===== config.mk =====
export PLATFORM = sky130hd
export DESIGN_NAME = panda_risc_v_reg_file_rd_arb_flat
export DESIGN_NICKNAME = d
export VERILOG_FILES = /design/src/rtl/panda_risc_v_reg_file_rd_arb_if.sv /design/src/rtl/panda_risc_v_reg_file_rd_arb.sv /design/src/flat_wrapper.sv
export SDC_FILE = /design/constraint.sdc
export NUM_CORES = 1
export LEC_CHECK = 0
export ABC_AREA = 1
export CORE_AREA = 2 2 97 99
export CTS_CLUSTER_DIAMETER = 60
export CTS_CLUSTER_SIZE = 25
export DETAILED_ROUTE_END_ITERATION = 16
export DIE_AREA = 0 0 99 101
export GPL_TIMING_DRIVEN = 0
export PLACE_DENSITY = 0.88
export SYNTH_ARGS = -nofsm -noshare
export SYNTH_HDL_FRONTEND = slang
export SYNTH_SLANG_ARGS = --single-unit
export TNS_END_PERCENT = 10

===== constraint.sdc =====
create_clock -name clk -period 5.6 [get_ports clk]
set_clock_uncertainty 0.1 [all_clocks]
set_input_delay 1.12 -clock clk [delete_from_list [all_inputs] [get_ports clk]]
set_output_delay 1.12 -clock clk [all_outputs]
set_load 0.005 [all_outputs]

===== src/rtl/panda_risc_v_reg_file_rd_arb_if.sv =====
// panda_risc_v_reg_file_rd_arb_if: requester, physical read port and perf signals of the register file read arbiter
interface panda_risc_v_reg_file_rd_arb_if #(
    parameter int CONFLICT_CNT_W = 16
);
    logic                      dcd_reg_file_rd_p0_req;
    logic [4:0]                dcd_reg_file_rd_p0_addr;
    logic                      dcd_reg_file_rd_p0_grant;
    logic [31:0]               dcd_reg_file_rd_p0_dout;
    logic                      dcd_reg_file_rd_p1_req;
    logic [4:0]                dcd_reg_file_rd_p1_addr;
    logic                      dcd_reg_file_rd_p1_grant;
    logic [31:0]               dcd_reg_file_rd_p1_dout;
    logic                      aux_reg_file_rd_p0_req;
    logic [4:0]                aux_reg_file_rd_p0_addr;
    logic                      aux_reg_file_rd_p0_grant;
    logic [31:0]               aux_reg_file_rd_p0_dout;
    logic                      aux_reg_file_rd_p1_req;
    logic [4:0]                aux_reg_file_rd_p1_addr;
    logic                      aux_reg_file_rd_p1_grant;
    logic [31:0]               aux_reg_file_rd_p1_dout;
    logic                      reg_file_rd_p0_en;
    logic [4:0]                reg_file_rd_p0_addr;
    logic [31:0]               reg_file_rd_p0_dout;
    logic                      reg_file_rd_p1_en;
    logic [4:0]                reg_file_rd_p1_addr;
    logic [31:0]               reg_file_rd_p1_dout;
    logic                      perf_conflict_clr;
    logic [CONFLICT_CNT_W-1:0] perf_conflict_cnt;

    modport master (
        output dcd_reg_file_rd_p0_req, dcd_reg_file_rd_p0_addr,
        output dcd_reg_file_rd_p1_req, dcd_reg_file_rd_p1_addr,
        output aux_reg_file_rd_p0_req, aux_reg_file_rd_p0_addr,
        output aux_reg_file_rd_p1_req, aux_reg_file_rd_p1_addr,
        output reg_file_rd_p0_dout, reg_file_rd_p1_dout, perf_conflict_clr,
        input  dcd_reg_file_rd_p0_grant, dcd_reg_file_rd_p0_dout,
        input  dcd_reg_file_rd_p1_grant, dcd_reg_file_rd_p1_dout,
        input  aux_reg_file_rd_p0_grant, aux_reg_file_rd_p0_dout,
        input  aux_reg_file_rd_p1_grant, aux_reg_file_rd_p1_dout,
        input  reg_file_rd_p0_en, reg_file_rd_p0_addr,
        input  reg_file_rd_p1_en, reg_file_rd_p1_addr, perf_conflict_cnt
    );

    modport slave (
        input  dcd_reg_file_rd_p0_req, dcd_reg_file_rd_p0_addr,
        input  dcd_reg_file_rd_p1_req, dcd_reg_file_rd_p1_addr,
        input  aux_reg_file_rd_p0_req, aux_reg_file_rd_p0_addr,
        input  aux_reg_file_rd_p1_req, aux_reg_file_rd_p1_addr,
        input  reg_file_rd_p0_dout, reg_file_rd_p1_dout, perf_conflict_clr,
        output dcd_reg_file_rd_p0_grant, dcd_reg_file_rd_p0_dout,
        output dcd_reg_file_rd_p1_grant, dcd_reg_file_rd_p1_dout,
        output aux_reg_file_rd_p0_grant, aux_reg_file_rd_p0_dout,
        output aux_reg_file_rd_p1_grant, aux_reg_file_rd_p1_dout,
        output reg_file_rd_p0_en, reg_file_rd_p0_addr,
        output reg_file_rd_p1_en, reg_file_rd_p1_addr, perf_conflict_cnt
    );
endinterface


===== src/rtl/panda_risc_v_reg_file_rd_arb.sv =====
// panda_risc_v_reg_file_rd_arb: decoder-first arbiter with aux starvation guard for the two register file read ports
module panda_risc_v_reg_file_rd_arb #(
    parameter int STARVE_LIMIT   = 4,
    parameter int CONFLICT_CNT_W = 16
) (
    input logic clk,
    input logic rst,
    panda_risc_v_reg_file_rd_arb_if.slave bus
);
    localparam logic [3:0] LIMIT = 4'(STARVE_LIMIT);

    logic [1:0]       d_req, a_req, d_gnt, a_gnt, en, conflict;
    logic [1:0][4:0]  d_addr, a_addr, ph_addr;
    logic [1:0][31:0] rf_dout, d_dout, a_dout;
    logic [CONFLICT_CNT_W-1:0] cnt;

    assign d_req   = {bus.dcd_reg_file_rd_p1_req, bus.dcd_reg_file_rd_p0_req};
    assign a_req   = {bus.aux_reg_file_rd_p1_req, bus.aux_reg_file_rd_p0_req};
    assign d_addr  = {bus.dcd_reg_file_rd_p1_addr, bus.dcd_reg_file_rd_p0_addr};
    assign a_addr  = {bus.aux_reg_file_rd_p1_addr, bus.aux_reg_file_rd_p0_addr};
    assign rf_dout = {bus.reg_file_rd_p1_dout, bus.reg_file_rd_p0_dout};

    for (genvar k = 0; k < 2; k++) begin : g_port
        logic       d_real, a_real, aux_win, d_use, a_use;
        logic [3:0] starve;
        assign d_real      = d_req[k] && d_addr[k] != 5'd0;
        assign a_real      = a_req[k] && a_addr[k] != 5'd0;
        assign conflict[k] = d_real && a_real && d_addr[k] != a_addr[k];
        assign aux_win     = conflict[k] && starve == LIMIT;
        // x0 reads never lose: only a different-address conflict can deny a requester
        assign d_gnt[k]    = d_req[k] && !aux_win;
        assign a_gnt[k]    = a_req[k] && (!conflict[k] || aux_win);
        assign d_use       = d_real && d_gnt[k];
        assign a_use       = a_real && a_gnt[k];
        assign en[k]       = d_use || a_use;
        assign ph_addr[k]  = d_use ? d_addr[k] : a_use ? a_addr[k] : 5'd0;
        assign d_dout[k]   = d_use ? rf_dout[k] : 32'h0;
        assign a_dout[k]   = a_use ? rf_dout[k] : 32'h0;
        always_ff @(posedge clk or posedge rst)
            if (rst) starve <= 4'd0;
            else starve <= (!a_real || a_gnt[k]) ? 4'd0 : (starve == LIMIT) ? starve : starve + 4'd1;
    end

    always_ff @(posedge clk or posedge rst)
        if (rst) cnt <= '0;
        else cnt <= bus.perf_conflict_clr ? '0 : cnt + CONFLICT_CNT_W'((|conflict) && cnt != '1);

    assign bus.dcd_reg_file_rd_p0_grant = d_gnt[0];
    assign bus.dcd_reg_file_rd_p1_grant = d_gnt[1];
    assign bus.aux_reg_file_rd_p0_grant = a_gnt[0];
    assign bus.aux_reg_file_rd_p1_grant = a_gnt[1];
    assign bus.dcd_reg_file_rd_p0_dout  = d_dout[0];
    assign bus.dcd_reg_file_rd_p1_dout  = d_dout[1];
    assign bus.aux_reg_file_rd_p0_dout  = a_dout[0];
    assign bus.aux_reg_file_rd_p1_dout  = a_dout[1];
    assign bus.reg_file_rd_p0_en        = en[0];
    assign bus.reg_file_rd_p1_en        = en[1];
    assign bus.reg_file_rd_p0_addr      = ph_addr[0];
    assign bus.reg_file_rd_p1_addr      = ph_addr[1];
    assign bus.perf_conflict_cnt        = cnt;
endmodule


===== src/flat_wrapper.sv =====
// flat-port wrapper written by rule: the top's interface ports become plain ports
module panda_risc_v_reg_file_rd_arb_flat 
#(
    parameter int STARVE_LIMIT   = 4,
    parameter int CONFLICT_CNT_W = 16
)
  (clk, rst, bus_dcd_reg_file_rd_p0_req, bus_dcd_reg_file_rd_p0_addr, bus_dcd_reg_file_rd_p1_req, bus_dcd_reg_file_rd_p1_addr, bus_aux_reg_file_rd_p0_req, bus_aux_reg_file_rd_p0_addr, bus_aux_reg_file_rd_p1_req, bus_aux_reg_file_rd_p1_addr, bus_reg_file_rd_p0_dout, bus_reg_file_rd_p1_dout, bus_perf_conflict_clr, bus_dcd_reg_file_rd_p0_grant, bus_dcd_reg_file_rd_p0_dout, bus_dcd_reg_file_rd_p1_grant, bus_dcd_reg_file_rd_p1_dout, bus_aux_reg_file_rd_p0_grant, bus_aux_reg_file_rd_p0_dout, bus_aux_reg_file_rd_p1_grant, bus_aux_reg_file_rd_p1_dout, bus_reg_file_rd_p0_en, bus_reg_file_rd_p0_addr, bus_reg_file_rd_p1_en, bus_reg_file_rd_p1_addr, bus_perf_conflict_cnt);
  panda_risc_v_reg_file_rd_arb_if #(.CONFLICT_CNT_W(CONFLICT_CNT_W)) bus_i ();
  input logic clk;
  input logic rst;
  input wire logic [$bits(bus_i.dcd_reg_file_rd_p0_req)-1:0] bus_dcd_reg_file_rd_p0_req;
  input wire logic [$bits(bus_i.dcd_reg_file_rd_p0_addr)-1:0] bus_dcd_reg_file_rd_p0_addr;
  input wire logic [$bits(bus_i.dcd_reg_file_rd_p1_req)-1:0] bus_dcd_reg_file_rd_p1_req;
  input wire logic [$bits(bus_i.dcd_reg_file_rd_p1_addr)-1:0] bus_dcd_reg_file_rd_p1_addr;
  input wire logic [$bits(bus_i.aux_reg_file_rd_p0_req)-1:0] bus_aux_reg_file_rd_p0_req;
  input wire logic [$bits(bus_i.aux_reg_file_rd_p0_addr)-1:0] bus_aux_reg_file_rd_p0_addr;
  input wire logic [$bits(bus_i.aux_reg_file_rd_p1_req)-1:0] bus_aux_reg_file_rd_p1_req;
  input wire logic [$bits(bus_i.aux_reg_file_rd_p1_addr)-1:0] bus_aux_reg_file_rd_p1_addr;
  input wire logic [$bits(bus_i.reg_file_rd_p0_dout)-1:0] bus_reg_file_rd_p0_dout;
  input wire logic [$bits(bus_i.reg_file_rd_p1_dout)-1:0] bus_reg_file_rd_p1_dout;
  input wire logic [$bits(bus_i.perf_conflict_clr)-1:0] bus_perf_conflict_clr;
  output wire logic [$bits(bus_i.dcd_reg_file_rd_p0_grant)-1:0] bus_dcd_reg_file_rd_p0_grant;
  output wire logic [$bits(bus_i.dcd_reg_file_rd_p0_dout)-1:0] bus_dcd_reg_file_rd_p0_dout;
  output wire logic [$bits(bus_i.dcd_reg_file_rd_p1_grant)-1:0] bus_dcd_reg_file_rd_p1_grant;
  output wire logic [$bits(bus_i.dcd_reg_file_rd_p1_dout)-1:0] bus_dcd_reg_file_rd_p1_dout;
  output wire logic [$bits(bus_i.aux_reg_file_rd_p0_grant)-1:0] bus_aux_reg_file_rd_p0_grant;
  output wire logic [$bits(bus_i.aux_reg_file_rd_p0_dout)-1:0] bus_aux_reg_file_rd_p0_dout;
  output wire logic [$bits(bus_i.aux_reg_file_rd_p1_grant)-1:0] bus_aux_reg_file_rd_p1_grant;
  output wire logic [$bits(bus_i.aux_reg_file_rd_p1_dout)-1:0] bus_aux_reg_file_rd_p1_dout;
  output wire logic [$bits(bus_i.reg_file_rd_p0_en)-1:0] bus_reg_file_rd_p0_en;
  output wire logic [$bits(bus_i.reg_file_rd_p0_addr)-1:0] bus_reg_file_rd_p0_addr;
  output wire logic [$bits(bus_i.reg_file_rd_p1_en)-1:0] bus_reg_file_rd_p1_en;
  output wire logic [$bits(bus_i.reg_file_rd_p1_addr)-1:0] bus_reg_file_rd_p1_addr;
  output wire logic [$bits(bus_i.perf_conflict_cnt)-1:0] bus_perf_conflict_cnt;
  assign bus_i.dcd_reg_file_rd_p0_req = bus_dcd_reg_file_rd_p0_req;
  assign bus_i.dcd_reg_file_rd_p0_addr = bus_dcd_reg_file_rd_p0_addr;
  assign bus_i.dcd_reg_file_rd_p1_req = bus_dcd_reg_file_rd_p1_req;
  assign bus_i.dcd_reg_file_rd_p1_addr = bus_dcd_reg_file_rd_p1_addr;
  assign bus_i.aux_reg_file_rd_p0_req = bus_aux_reg_file_rd_p0_req;
  assign bus_i.aux_reg_file_rd_p0_addr = bus_aux_reg_file_rd_p0_addr;
  assign bus_i.aux_reg_file_rd_p1_req = bus_aux_reg_file_rd_p1_req;
  assign bus_i.aux_reg_file_rd_p1_addr = bus_aux_reg_file_rd_p1_addr;
  assign bus_i.reg_file_rd_p0_dout = bus_reg_file_rd_p0_dout;
  assign bus_i.reg_file_rd_p1_dout = bus_reg_file_rd_p1_dout;
  assign bus_i.perf_conflict_clr = bus_perf_conflict_clr;
  assign bus_dcd_reg_file_rd_p0_grant = bus_i.dcd_reg_file_rd_p0_grant;
  assign bus_dcd_reg_file_rd_p0_dout = bus_i.dcd_reg_file_rd_p0_dout;
  assign bus_dcd_reg_file_rd_p1_grant = bus_i.dcd_reg_file_rd_p1_grant;
  assign bus_dcd_reg_file_rd_p1_dout = bus_i.dcd_reg_file_rd_p1_dout;
  assign bus_aux_reg_file_rd_p0_grant = bus_i.aux_reg_file_rd_p0_grant;
  assign bus_aux_reg_file_rd_p0_dout = bus_i.aux_reg_file_rd_p0_dout;
  assign bus_aux_reg_file_rd_p1_grant = bus_i.aux_reg_file_rd_p1_grant;
  assign bus_aux_reg_file_rd_p1_dout = bus_i.aux_reg_file_rd_p1_dout;
  assign bus_reg_file_rd_p0_en = bus_i.reg_file_rd_p0_en;
  assign bus_reg_file_rd_p0_addr = bus_i.reg_file_rd_p0_addr;
  assign bus_reg_file_rd_p1_en = bus_i.reg_file_rd_p1_en;
  assign bus_reg_file_rd_p1_addr = bus_i.reg_file_rd_p1_addr;
  assign bus_perf_conflict_cnt = bus_i.perf_conflict_cnt;
  panda_risc_v_reg_file_rd_arb #(.STARVE_LIMIT(STARVE_LIMIT), .CONFLICT_CNT_W(CONFLICT_CNT_W)) u_core (.clk(clk), .rst(rst), .bus(bus_i));
endmodule

### After elaboration in Yosys (flattened, before gate mapping)

Cells that the tools add are included.

| storage, ports and cells | value |
|---|---|
| memories | 0 |
| bits in latches | 0 |
| bits in registers | 24 |
| word-level logic and storage cells | 62 |
| ROM bits | 0 |
| input port bits | 91 |
| RAM bits | 0 |

| operators by class | value |
|---|---|
| add/sub/neg operators | 3 |
| order comparisons | 0 |
| div/mod/pow operators | 0 |
| reductions and logical operators | 36 |
| mux-type cells | 13 |
| eq/ne operators | 7 |
| shift-type cells | 0 |
| bitwise operators | 0 |
| $mul | 0 |

Operator list:

| kind | count |
|---|---|
| $mux 32 | 4 |
| $mux 5 | 4 |
| $reduce_bool 5->1 | 4 |
| $logic_and 1x1->1 | 19 |
| $add 16x1->16 | 1 |
| $mux 16 | 1 |
| $mux 4 | 4 |
| $ne 16x16->1 const B | 1 |
| $ne 5x5->1 | 2 |
| $add 4x1->4 const B | 2 |
| $eq 4x3->1 const B | 2 |
| $logic_not 1->1 | 6 |
| $logic_or 1x1->1 | 6 |
| $ne 2x2->1 const B | 2 |
| $reduce_or 2->1 | 1 |

### Depth between registers and ports, before layout

| logic depth | value |
|---|---|
| depth in word-level cells | 10 |
| gate-level depth with buffers | 16 |
| depth with buffers taken out | 16 |

### Worst setup path after synthesis

No wires, ideal clock.

| path | value |
|---|---|
| path type | input -> output |
| start point | input bus_aux_reg_file_rd_p1_addr[4] |
| end point | output bus_aux_reg_file_rd_p1_dout[12] |
| buffers on the path | 2 |
| stages on the path | 10 |
| required time | 4.380 ns |
| arrival time | 2.005 ns |
| setup slack | 2.375 ns |
| cells stage by stage | inv_1 -> nand2_1 -> nand2_1 -> nor2_2 -> nand3_2 -> nand3_4 -> nand2_4 -> buf_8 -> buf_12 -> nor2_4 |

| between the ends | value |
|---|---|
| longest elaborated chain between the ends | 9 |
| elaborated cells between the ends (all ways) | 11 |
| classes of those cells | eq/ne: 1; mux: 1; reduce/logical: 9 |

Ends and longest elaborated chain:

| item | RTL line | source |
|---|---|---|
| from (decl) | flat_wrapper.sv:18 | `input wire logic [$bits(bus_i.aux_reg_file_rd_p1_addr)-1:0] bus_aux_reg_file_rd_p1_addr;` |
| $reduce_bool 5->1 | panda_risc_v_reg_file_rd_arb.sv:27 | `assign a_real = a_req[k] && a_addr[k] != 5'd0;` |
| $logic_and 1x1->1 | panda_risc_v_reg_file_rd_arb.sv:27 |  |
| $logic_and 1x1->1 (2 in series) | panda_risc_v_reg_file_rd_arb.sv:28 | `assign conflict[k] = d_real && a_real && d_addr[k] != a_addr[k];` |
| $logic_not 1->1 / $logic_and 1x1->1 (equally long branches) | panda_risc_v_reg_file_rd_arb.sv:32, panda_risc_v_reg_file_rd_arb.sv:29 |  |
| $logic_or 1x1->1 | panda_risc_v_reg_file_rd_arb.sv:32 | `assign a_gnt[k] = a_req[k] && (!conflict[k] \|\| aux_win);` |
| $logic_and 1x1->1 | panda_risc_v_reg_file_rd_arb.sv:32 |  |
| $logic_and 1x1->1 * | panda_risc_v_reg_file_rd_arb.sv:34 | `assign a_use = a_real && a_gnt[k];` |
| $mux 32 * | panda_risc_v_reg_file_rd_arb.sv:38 | `assign a_dout[k] = a_use ? rf_dout[k] : 32'h0;` |
| to (decl) | flat_wrapper.sv:29 | `output wire logic [$bits(bus_i.aux_reg_file_rd_p1_dout)-1:0] bus_aux_reg_file_rd_p1_dout;` |

Mark *: on every way between the ends. The rest lies on a longest branch, timed or not.

### Final worst setup path

| path | value |
|---|---|
| start point | input bus_dcd_reg_file_rd_p1_addr[1] |
| end point | output bus_aux_reg_file_rd_p1_dout[5] |

| between the ends | value |
|---|---|
| longest elaborated chain between the ends | 9 |
| elaborated cells between the ends (all ways) | 11 |
| classes of those cells | eq/ne: 1; mux: 1; reduce/logical: 9 |

Ends and longest elaborated chain:

| item | RTL line | source |
|---|---|---|
| from (decl) | flat_wrapper.sv:14 | `input wire logic [$bits(bus_i.dcd_reg_file_rd_p1_addr)-1:0] bus_dcd_reg_file_rd_p1_addr;` |
| $reduce_bool 5->1 | panda_risc_v_reg_file_rd_arb.sv:26 | `assign d_real = d_req[k] && d_addr[k] != 5'd0;` |
| $logic_and 1x1->1 | panda_risc_v_reg_file_rd_arb.sv:26 |  |
| $logic_and 1x1->1 | panda_risc_v_reg_file_rd_arb.sv:28 |  |
| $logic_and 1x1->1 * | panda_risc_v_reg_file_rd_arb.sv:28 |  |
| $logic_not 1->1 / $logic_and 1x1->1 (equally long branches) | panda_risc_v_reg_file_rd_arb.sv:32, panda_risc_v_reg_file_rd_arb.sv:29 |  |
| $logic_or 1x1->1 * | panda_risc_v_reg_file_rd_arb.sv:32 |  |
| $logic_and 1x1->1 * | panda_risc_v_reg_file_rd_arb.sv:32 |  |
| $logic_and 1x1->1 * | panda_risc_v_reg_file_rd_arb.sv:34 |  |
| $mux 32 * | panda_risc_v_reg_file_rd_arb.sv:38 |  |

Marks and branches as above.

==> key figures <==
Die
  – Initial Utilization: 0.323
  – # IOs: ~250
  – Die Ht: 101 um
  – Rows: 35
  – Core Region: 8980 sq um
  – Die Area: between 9000 and 10000 sq um
  – Die Wd: approximately 99 um

Status
  – Status: finished clean

Worst setup path
  – CP bufs+invs: 4
  – Reg2Reg Setup Slack: 3220 ps
  – CP startpoint kind: input port
  – Worst Setup SP: bus_dcd_reg_file_rd_p1_addr[1]
  – CP cell instances: clkdlybuf4s50_1, inv_1, nand2_1, nand2_1, nor2_2, nand3_2, nand3_4, nand2_4, buf_2, nor2_1, clkdlybuf4s50_1
  – Kind of critical path: in -> out
  – WP data arrival: ~3200 ps
  – CP required: 4380 ps
  – Critical Path Fanout Max: 10
  – Largest stage delay on the critical path: between 500 and 600 ps
  – Depth of the worst register-to-register path: 14
  – Capture point of the worst reg-to-reg path: u_core.bus.perf_conflict_cnt[15]$_DFF_PP0_
  – CP max stage cell: clkdlybuf4s50_1
  – FF-to-FF Start: u_core.bus.perf_conflict_cnt[8]$_DFF_PP0_
  – CP delay by family, top: buffers and inverters
  – Crit path capture type: primary output

Place
  – DP Wirelength: 9620 um
  – Post-Place Setup Slack: ~1200 ps
  – # port buffers: around 250
  – GP Congestion: about 0.97

Hold path
  – Hold Startpoint: u_core.g_port[0].starve[0]$_DFFE_PP0P_
  – Hold path depth: 1
  – Hold Crit Class: reg -> reg
  – Worst Hold End: u_core.g_port[0].starve[0]$_DFFE_PP0P_

Logic synthesis
  – Syn_nets: roughly 570
  – Mapped Area: about 2900 sq um
  – Synth warn: 0
  – Avg Cell Area, Syn: 6.11 sq um
  – Sequential area share after synthesis: 0.207
  – #FFs+latches synth: 24
  – Cell variety after synth: 29
  – Post-Synthesis Cells: 475

Pwr
  – Pwr dens: between 100 and 150 nW/um^2
  – Clk pwr share: 0.181
  – Switching pwr: just over 200 uW
  – Peak supply drop: roughly 140 uV
  – Reg power frac: 0.276
  – Tot Pwr: roughly 650 uW
  – Cell internal pwr: approximately 450 uW
  – Sw frac: 0.318
  – Combinational share of power: 0.543
  – Leak: between 2 and 3 nW

Cells and area
  – Area Overhead vs Synth: 92.5%
  – Share of cells above drive strength 1: 0.136
  – N_diodes: 0
  – Nets: around 830
  – Most frequent cells in the layout: clkdlybuf4s50_1 (249), nor2_1 (118), inv_1 (111)
  – Final core occ: 0.623
  – Most common cell after layout, fill and taps aside: clkdlybuf4s50_1

Timing
  – Max-slew violation count: 0
  – Rel. slew slack: 0.388
  – Total negative slack: 0 ps
  – Final count of hold timing violations: 0
  – Final setup viols: 0
  – Tmin final: around 4400 ps
  – RSZ-0062 raised after global routing: false
  – Final Cycle Share: 0.789
  – Worst Hold Slack: 388 ps
  – Fmax: between 0.2 and 0.25 GHz
  – Worst slew pin tran: just over 900 ps
  – Setup ws final: ~1200 ps

Clocking
  – Worst skew pair latency: 270 ps
  – TritonCTS clock tree: done
  – Num CTS Buffers: 3
  – Resize count post-CTS: 0
  – CTS HTree Levels: 1
  – Worst-path clk slew: around 80 ps
  – Clk sink count: 24
  – Max clock buf depth: 2
  – Post-CTS Hold Fix Bufs: 0
  – Clock Tree Root: clkbuf_8
  – Post-CTS setup buffer count: 0

Routing
  – Drt total wl: 11200 um
  – Post-route ant nets: 0
  – Vias: 3621
  – DR vias/cell: ~4.3
  – Drt pass-1 iters: 4
  – Wirelength per Cell: between 10 and 15 um
  – Initial drt markers: between 90 and 100
  – DRC errors left: 0

Run
  – Max Cap Viol: 0

Global routing
  – Global-route wire length before repair: about 17000 um
  – Vias in the first global route: approximately 3500
  – Largest net degree at the start of global routing: 25
  – All-layer global routing usage: 0.211
  – Grt ovf: 0
  – Antenna violations before repair: 0
## how the worst max path moves through the flow
stage	end	slack [ps]	cells after the start
3_3_place_gp	bus_aux_reg_file_rd_p1_dout[22]	1200	12
2_1_floorplan	bus_aux_reg_file_rd_p1_dout[12]	2380	10
6_report	bus_aux_reg_file_rd_p1_dout[5]	1180	11
4_1_cts	bus_aux_reg_file_rd_p0_dout[20]	1160	12
3_5_place_dp	bus_aux_reg_file_rd_p0_dout[14]	1170	12
5_1_grt	bus_aux_reg_file_rd_p1_dout[22]	1040	12
## state kept, by name (all words and copies together), names as in the netlist
register,count
u_core.g_port.starve,8
u_core.bus.perf_conflict_cnt,16
## synthesized netlist by cell type, drive strengths merged
cell / n / share of area
dfrtp: 24 / 0.21
a21oi: 11 / 0.019
nor4: 1 / 0.0022
inv: 113 / 0.15
buf: 16 / 0.058
nor2: 181 / 0.33
xnor2: 5 / 0.015
a22oi: 1 / 0.0026
clkbuf: 1 / 0.0013
a2bb2oi: 1 / 0.0030
nor3: 4 / 0.0069
o21ai: 4 / 0.0069
nand3: 15 / 0.043
nor3b: 1 / 0.0043
o21a: 2 / 0.0052
xor2: 2 / 0.0060
nand2: 85 / 0.12
a211oi: 2 / 0.0052
ha: 6 / 0.026
## through the flow
step | area (sq um) | instances
final | 5590 | 839
after global routing | 5590 | 839
after detailed placement | 5540 | 835
after floorplan | 2900 | 475
after global placement | 5540 | 835
after CTS | 5590 | 839
## logic make-up after synthesis
| logic type | after synthesis | share of synthesized area |
|---|---|---|
| DFF | 24 | 0.207 |
| and+or+nand+nor | 287 | 0.499 |
| buffers and inverters | 130 | 0.205 |
| AOI/OAI and AO/OA | 21 | 0.0418 |
| adders and majority gates | 6 | 0.0259 |
| xor gates and xnor gates | 7 | 0.0211 |
## routing by layer
layer / up-vias / wire, um / global-route usage
met5: - / 0 / 0
met4: 0 / 237 / 0.0537
met3: 19 / 605 / 0.0312
met2: 123 / 5870 / 0.401
met1: 1620 / 4440 / 0.246
li1: 1859 / - / -
## power by group through the flow
stage / Combinational, mW / Sequential (mW) / Clock [mW]
finish: 0.354 / 0.180 / 0.118
global route: 0.382 / 0.181 / 0.130
CTS: 0.357 / 0.180 / 0.121
detailed placement: 0.355 / 0.184 / 0
global placement: 0.347 / 0.183 / 0
floorplan: 0.142 / 0.183 / 0
## worst register-to-register path: cells and delay by family (launching register included)
family / cells / cell delay (ps)
AO/OA/AOI/OAI: 1 / 210
flip-flops: 1 / 430
AND/OR/NAND/NOR: 10 / 1120
buffers and inverters: 2 / 190
adder cells (fa/ha/maj): 1 / 260
## layout make-up
class                           instances  area [sq um]
Buffer                                 17           171
Tap cell                              111           139
Fill cell                             802          3390
Multi-Input combinational cell        321          1710
Timing Repair Buffer                  249          2490
Inverter                              113           424
Sequential cell                        24           601
Clock buffer                            4          55.1
Power figures use the tool's default switching activity.
